$ cat config.mk
export PLATFORM = sky130hd
export DESIGN_NAME = serial_cmd_tx
export DESIGN_NICKNAME = d
export VERILOG_FILES = /design/src/rtl/serial_link_pkg.sv /design/src/rtl/serial_shift_out.sv /design/src/rtl/serial_cmd_tx.sv
export SDC_FILE = /design/constraint.sdc
export NUM_CORES = 1
export LEC_CHECK = 0
export ABC_AREA = 1
export CORE_ASPECT_RATIO = 1.4
export CORE_MARGIN = 3
export CORE_UTILIZATION = 50
export CTS_CLUSTER_SIZE = 8
export DETAILED_ROUTE_END_ITERATION = 10
export GPL_TIMING_DRIVEN = 0
export PLACE_DENSITY = 0.76
export SETUP_SLACK_MARGIN = 0.02
export SYNTH_ARGS = -nofsm -noshare
export SYNTH_HDL_FRONTEND = slang
export SYNTH_SLANG_ARGS = --single-unit
$ cat constraint.sdc
create_clock -name clk -period 1.7 [get_ports clk]
set_input_delay 0.34 -clock clk [delete_from_list [all_inputs] [get_ports clk]]
set_output_delay 0.34 -clock clk [all_outputs]
set_load 0.01 [all_outputs]
$ cat src/rtl/serial_link_pkg.sv
// Shared types and defaults for the 3-wire serial command link (en / wr / data).
// SERIAL_TX_PARITY_EN adds one even-parity bit to every frame.
package serial_link_pkg;

  typedef enum logic [2:0] {IDLE, ADDR, DATA, PARITY, GAP} tx_state_e;

  localparam int DEF_ADDR_W = 8;
  localparam int DEF_DATA_W = 8;

`ifdef SERIAL_TX_PARITY_EN
  localparam int PAR_BITS = 1;
`else
  localparam int PAR_BITS = 0;
`endif

  // Bits on the line for one frame at the default widths
  function automatic int frame_len(input logic wr);
    return DEF_ADDR_W + (wr ? DEF_DATA_W : 0) + PAR_BITS;
  endfunction

endpackage

$ cat src/rtl/serial_shift_out.sv
// Loadable MSB-first shift register; zeros are shifted in at the LSB end.
module serial_shift_out #(
  parameter int W = 16
) (
  input  logic         clk,
  input  logic         rst,
  input  logic         load,
  input  logic         shift,
  input  logic [W-1:0] din,
  output logic         msb
);

  logic [W-1:0] sr;

  always_ff @(posedge clk or posedge rst) begin
    if (rst)
      sr <= '0;
    else if (load)
      sr <= din;
    else if (shift)
      sr <= {sr[W-2:0], 1'b0};
  end

  assign msb = sr[W-1];

endmodule

$ cat src/rtl/serial_cmd_tx.sv
// Serialises valid/ready read/write commands onto en/wr/data, MSB first, then idles IDLE_GAP cycles.
// SERIAL_TX_PARITY_EN appends an even-parity bit covering all address and write-data bits.
module serial_cmd_tx
  import serial_link_pkg::*;
#(
  parameter int ADDR_W   = DEF_ADDR_W,
  parameter int DATA_W   = DEF_DATA_W,
  parameter int IDLE_GAP = 2
) (
  input  logic              clk,
  input  logic              rst,
  input  logic              cmd_valid,
  output logic              cmd_ready,
  input  logic              cmd_wr,
  input  logic [ADDR_W-1:0] cmd_addr,
  input  logic [DATA_W-1:0] cmd_wdata,
  output logic              en,
  output logic              wr,
  output logic              data,
  output logic              busy,
  output logic              frame_done
);

  localparam int SR_W  = ADDR_W + DATA_W;
  localparam int CNT_W = $clog2(SR_W + 1);

  tx_state_e        state;
  logic [CNT_W-1:0] cnt;
  logic             load;
  logic             shift;
  logic             sr_msb;
  logic [SR_W-1:0]  load_val;
  logic             addr_last;
  logic             data_last;
  logic             frame_end;
`ifdef SERIAL_TX_PARITY_EN
  logic             par;
`endif

  assign cmd_ready = (state == IDLE) && !rst;
  assign load      = cmd_valid && cmd_ready;
  assign shift     = (state == ADDR) || (state == DATA);
  // The first address bit goes straight to the data register, so the shifter holds the remainder
  assign load_val  = {cmd_addr[ADDR_W-2:0], cmd_wdata, 1'b0};

  assign addr_last = (state == ADDR) && (cnt == CNT_W'(ADDR_W - 1));
  assign data_last = (state == DATA) && (cnt == CNT_W'(DATA_W - 1));
`ifdef SERIAL_TX_PARITY_EN
  assign frame_end = (state == PARITY);
`else
  assign frame_end = (addr_last && !wr) || data_last;
`endif

  serial_shift_out #(.W(SR_W)) u_shift (
    .clk   (clk),
    .rst   (rst),
    .load  (load),
    .shift (shift),
    .din   (load_val),
    .msb   (sr_msb)
  );

  always_ff @(posedge clk or posedge rst) begin
    if (rst) begin
      state      <= IDLE;
      cnt        <= '0;
      en         <= 1'b0;
      wr         <= 1'b0;
      data       <= 1'b0;
      busy       <= 1'b0;
      frame_done <= 1'b0;
`ifdef SERIAL_TX_PARITY_EN
      par        <= 1'b0;
`endif
    end else begin
      frame_done <= 1'b0;
      if (frame_end) begin
        en         <= 1'b0;
        wr         <= 1'b0;
        data       <= 1'b0;
        frame_done <= 1'b1;
        cnt        <= '0;
        if (IDLE_GAP == 0) begin
          state <= IDLE;
          busy  <= 1'b0;
        end else begin
          state <= GAP;
        end
      end else begin
        case (state)
          IDLE: begin
            if (load) begin
              state <= ADDR;
              cnt   <= '0;
              en    <= 1'b1;
              wr    <= cmd_wr;
              data  <= cmd_addr[ADDR_W-1];
              busy  <= 1'b1;
`ifdef SERIAL_TX_PARITY_EN
              par   <= (^cmd_addr) ^ (cmd_wr & (^cmd_wdata));
`endif
            end
          end
          ADDR: begin
            cnt  <= cnt + 1'b1;
            data <= sr_msb;
            if (addr_last) begin
              cnt   <= '0;
              state <= DATA;
`ifdef SERIAL_TX_PARITY_EN
              if (!wr) begin
                state <= PARITY;
                data  <= par;
              end
`endif
            end
          end
          DATA: begin
            cnt  <= cnt + 1'b1;
            data <= sr_msb;
`ifdef SERIAL_TX_PARITY_EN
            if (data_last) begin
              cnt   <= '0;
              state <= PARITY;
              data  <= par;
            end
`endif
          end
          GAP: begin
            if (cnt == CNT_W'(IDLE_GAP - 1)) begin
              state <= IDLE;
              cnt   <= '0;
              busy  <= 1'b0;
            end else begin
              cnt <= cnt + 1'b1;
            end
          end
          default: state <= IDLE;
        endcase
      end
    end
  end

endmodule

* Word level (Yosys, flattened, before mapping)
Index checks and enable logic that the tools add are counted.
** Cells by class
- Add/subtract/negate cells :: 1
- Multiply operators :: 0
- Div/mod/pow operators :: 0
- $lt $le $gt $ge :: 0
- Equality and inequality tests :: 11
- Shift-type cells :: 0
- Mux-type cells :: 24
- Bitwise operators :: 1
- Reduce and logical (&&, ||, !) cells :: 22
** Operator list (count)
- 16-bit two-way mux :: 2
- 5-bit two-way mux :: 4
- 5-bit one-hot mux with 4 select lines :: 1
- 3-bit two-way mux :: 4
- 3-bit one-hot mux with 4 select lines :: 1
- 1-bit two-way mux :: 10
- 3-bit != test (second input constant) :: 3
- 4-bit AND reduction :: 2
- 2-bit nonzero test :: 4
- 2-bit != test (second input constant) :: 3
- 2-bit AND reduction :: 3
- 5-bit by 1-bit adder with 5-bit output (second input constant) :: 1
- 5-bit by 1-bit equality test with 1-bit output (second input constant) :: 1
- 5-bit by 3-bit equality test with 1-bit output (second input constant) :: 1
- 1-bit logical AND :: 5
- 5-bit nonzero test :: 1
- 1-bit one-hot mux with 2 select lines :: 2
- 3-bit by 1-bit equality test with 1-bit output (second input constant) :: 1
- 3-bit by 2-bit equality test with 1-bit output (second input constant) :: 1
- 3-bit equality test (second input constant) :: 1
- 3-bit zero test :: 1
- 3-bit nonzero test :: 1
- 1-bit zero test :: 2
- 1-bit logical OR :: 2
- other kinds (2) :: 2
** Word-level totals
- Register bits after elaboration :: 29
- Bits in latches :: 0
- RAM bits :: 0
- Bits in read-only memories :: 0
- Word-level logic and storage cells :: 67
- Memories :: 0

* Depth between registers and ports, before layout
- Word-level depth :: 6
- Mapped depth :: 11
- Gate-level depth less buffers :: 11

* By module
A second synthesis with hierarchy kept.
** Second synthesis, totals
- Cell total of the unflattened synthesis :: 197
- Area total of the unflattened synthesis :: 1596.5 um^2
** By module, submodules not included
- serial_cmd_tx :: instances 1, cells an instance 109, area an instance 840.8 um^2
- serial_shift_out :: instances 1, cells an instance 88, area an instance 755.7 um^2

* Worst setup path before layout
Ideal clock, no wire load.
- Kind :: reg-to-reg
- Start point :: register state[1]
- End point :: register u_shift.sr[11]
- Library setup time :: 0.123 ns
- Data arrival time :: 1.200 ns
- Data required time :: 1.577 ns
- Path slack :: 0.377 ns
- Cell stages (with the launch flop) :: 8
- Path buffers :: 1
- Clock period less this slack :: 1.323 ns
- Cells stage by stage :: dfrtp_1 > nor2_4 > nand2_4 > nor2_4 > nand2_4 > buf_6 > o21ai_1 > o21ai_1
** Between the ends
- Cells in the longest elaborated chain, start to end :: 4
- Elaborated cells on any way between the ends :: 8
- Those cells by class :: 2 x eq/ne; 1 x mux; 5 x reduce/logical
** RTL lines
- start, declared :: RTL line serial_cmd_tx.sv:27 : tx_state_e state;
- start signal, assigned :: RTL line serial_cmd_tx.sv:65 : state <= IDLE;
- start signal, assigned :: RTL line serial_cmd_tx.sv:84 : state <= IDLE;
- start signal, assigned :: RTL line serial_cmd_tx.sv:87 : state <= GAP;
- 3-bit zero test (*) :: RTL line serial_cmd_tx.sv:40 : assign cmd_ready = (state == IDLE) && !rst;
- 1-bit logical AND (*) :: RTL line serial_cmd_tx.sv:40
- named net cmd_ready :: RTL line serial_cmd_tx.sv:13 : output logic cmd_ready,
- 1-bit logical AND (*) :: RTL line serial_cmd_tx.sv:41 : assign load = cmd_valid && cmd_ready;
- 16-bit two-way mux or 2-bit nonzero test (tied branches)
- end signal, assigned :: RTL line serial_shift_out.sv:19 : sr <= din;
- end signal, assigned :: RTL line serial_shift_out.sv:21 : sr <= {sr[W-2:0], 1'b0};
- end, declared :: RTL line serial_shift_out.sv:13 : logic [W-1:0] sr;
The timed path passes the listed nets; every way through them passes the cells marked *.
A chain may end at the register's enable or synchronous reset.

* Worst setup path in the final report
- Start point :: register wr
- End point :: output wr
** RTL lines
- start, declared :: RTL line serial_cmd_tx.sv:18 : output logic wr,
- start signal, assigned :: RTL line serial_cmd_tx.sv:96 : wr <= cmd_wr;
No word-level cell between the ends.

==> results.md <==
- Initial drt markers: 52
- Vias after detailed routing: about 1,300
- Max-slew headroom: 29.1%
- Pins Over Slew Limit: 0
- Final core occ: 66.5%
- TritonCTS clock tree: done
- Area contributors post-synth: dfrtp_1, nand2_1, inv_1, o21ai_1, o21ai_0
- Layout cell share with drive strength beyond 1: 11.5%
- Period Utilization, post-route: 92.8%
- Post-synth EDFFs: 0
- Vias/cell: 5.08
- Setup ws final: 0.123 ns
- Storage cell area: 702 um^2
- DR pass1 iterations: 4
- Sink Count: 28
- Initial Utilization: 53.8%
- Count of final setup violators: 0
- Power per cell area: 1770 mW/mm^2
- Critical Path AT: between 1 and 1.5 ns
- Largest net degree at the start of global routing: 29
- Ant diodes: 0
- Synth cell types: 22
- Std-Cell Rows: 22
- Pleak: 0.934 nW
- Reg clk slew, reported paths: 0.14 ns
- Synth area leader: dfrtp_1
- Yosys top cell area share: 47.8%
- Tot Pwr: 3.22 mW
- Skew-Pair Late Insertion Delay: ~0.32 ns
- Design Area, Final: 0.00181 mm^2
- DIE HEIGHT: 70.1 um
- Final Non-Filler Cells: 254
- YS warnings: 0
- Max-cap violation count: 0
- Outcome: complete, no violations
- GPL Wtd Cong: 0.759
- Syn_area_per_cell: 7.88 um^2
- CP Buf/Inv Count: 1
- Cell family with most CP delay: buffers and inverters
- Clock Skews: 0.00151 ns
- DR WL/cell: 12.7 um
- Most common cell in the synthesized netlist: nand2_1
- Placed cell areas: 0.00176 mm^2
- Final nets: 242
- Hold Buf Count CTS: 0
- Hold Crit Class: reg2reg
- Fraction of registers with async set/reset: 100%
- RSZ-0062 raised after global routing: true
- Syn Inst Count: around 190
- Crit. End Element: output pin
- Final ANT Viol Nets: 0
- Syn Std Cell Area: 0.00147 mm^2
- Number of global-route vias before repair: 1,287
- Routed wire length: 3.21 mm
- Longest Clk Path Bufs: 2
- Critical path class: reg2out
- DRC Markers: 0
- Area occupied by multi-input gates: 653 um^2
- Hold violation count in the final report: 0
- First-pass GRT wire length: 5.56 mm
- CTS HTree Levels: 1
- Hpwl dp: 2.38 mm
- Core box area: 0.00273 mm^2
- Worst Path Required: 1.36 ns
- Filler cells: 238
- Clock root buffer: clkbuf_4
- Critical-path cell list: clkdlybuf4s50_1
- Die X: 51.8 um
- Placed cells: 247
- Port bufs: 25
- Clock period minus worst slack: 1.58 ns
- Slowest-stage cell, CP: clkdlybuf4s50_1
- Initial antenna violation count: 0
- Register bit total from synthesis: 28
- Top FF cell, synth: dfrtp_1
- Overflow after GRT: 0
- Io pins: 26
- Sequential area share after synthesis: 47.8%
- VDD IR-drop max: 906 uV
- Layout area overhead: 23.6%
- Die ar.: 0.00363 mm^2
- Max frequency: 634 MHz
- CP max FO: 2
- Pin slew with the least headroom to its limit: 1.06 ns
- GRT Overall Usage: 19.7%
- Place WS: -0.218 ns
- Crit start category: flop
- CP max stage delay: around 0.54 ns
- Synth Net Count: 208
- Post-synth top cells: nand2_1, dfrtp_1, inv_1, nor2_1, o21ai_1
- CTS Buf Count: 3
-- layout make-up --
cell class	instances	area share (%)
inverters	21	4.49
multi-input cells	134	36.0
well taps	36	2.48
plain buffers	3	1.86
clock buffers	3	1.24
flip-flops and latches	28	38.7
repair buffers	29	15.2
-- layout by cell type (no fill, tap or decap), types with 2 or more instances in the layout --
cell and instances:
nand2_1 73, buf_6 3, clkbuf_4 3, o21ai_1 11, o21ai_0 9, xor2_1 2, dfrtp_1 27, nand3_1 7
nor2_4 2, ha_1 2, inv_1 17, clkdlybuf4s50_1 24, or2_0 6, nor2_1 10, buf_4 4, inv_2 3
a21oi_1 2, nand2_4 3
-- through the flow --
stage               hold WS (ns)  setup TNS (ns)
detailed placement         0.466           -3.90
floorplan                  0.405               0
CTS                        0.501               0
global route               0.518               0
finish                     0.497               0
global placement           0.458           -2.92
-- worst paths after layout --
check	from	endpoint	slack [ns]	depth (start not counted)
setup reg to reg	state[1]$_DFFE_PP0P_	u_shift.sr[15]$_DFFE_PP0P_	0.15	9
min in group asynchronous	rst	wr$_DFFE_PP0P_	0.72	2
max in group asynchronous	rst	state[1]$_DFFE_PP0P_	0.27	2
setup / recovery	wr$_DFFE_PP0P_	wr	0.12	1
hold / removal	u_shift.sr[14]$_DFFE_PP0P_	u_shift.sr[14]$_DFFE_PP0P_	0.50	2
hold reg to reg	u_shift.sr[14]$_DFFE_PP0P_	u_shift.sr[14]$_DFFE_PP0P_	0.50	2
-- kinds of logic after synthesis --
group           Yosys count  synth area share [%]
compound gates           25                  9.73
xor+xnor                  2                  1.19
fa+ha+maj                 2                  1.71
buf+inv                  24                  7.85
flops                    28                  47.8
simple gates            105                  31.7
-- per-layer routing --
metal	GRT usage, %	share of wire [%]	vias to the layer above
met2	35.3	54	30
met4	6.71	1.3	0
li1	-	-	645
met3	2.13	3.0	6
met5	0	0	-
met1	23.5	42	610
-- where the power goes --
part	total (mW)	internal [mW]	switching (mW)
clock	0.268	0.0830	0.185
sequential	1.15	0.969	0.180
combinational	1.80	0.721	1.08
total	3.22	1.77	1.44
-- registers in the layout, indices dropped and copies added, names as in the netlist --
register and count:
u_shift.sr 15, cnt 5, state 3, busy 1, data 1, en 1
frame_done 1, wr 1
-- what timing repair did --
| item | CTS | global route |
|---|---|---|
| gates resized for setup | 5 | 3 |
| setup endpoints to repair | 1 | 5 |
| pin swaps | 1 | 1 |
| setup buffers | 3 | 1 |
Power figures use the tool's default switching activity.
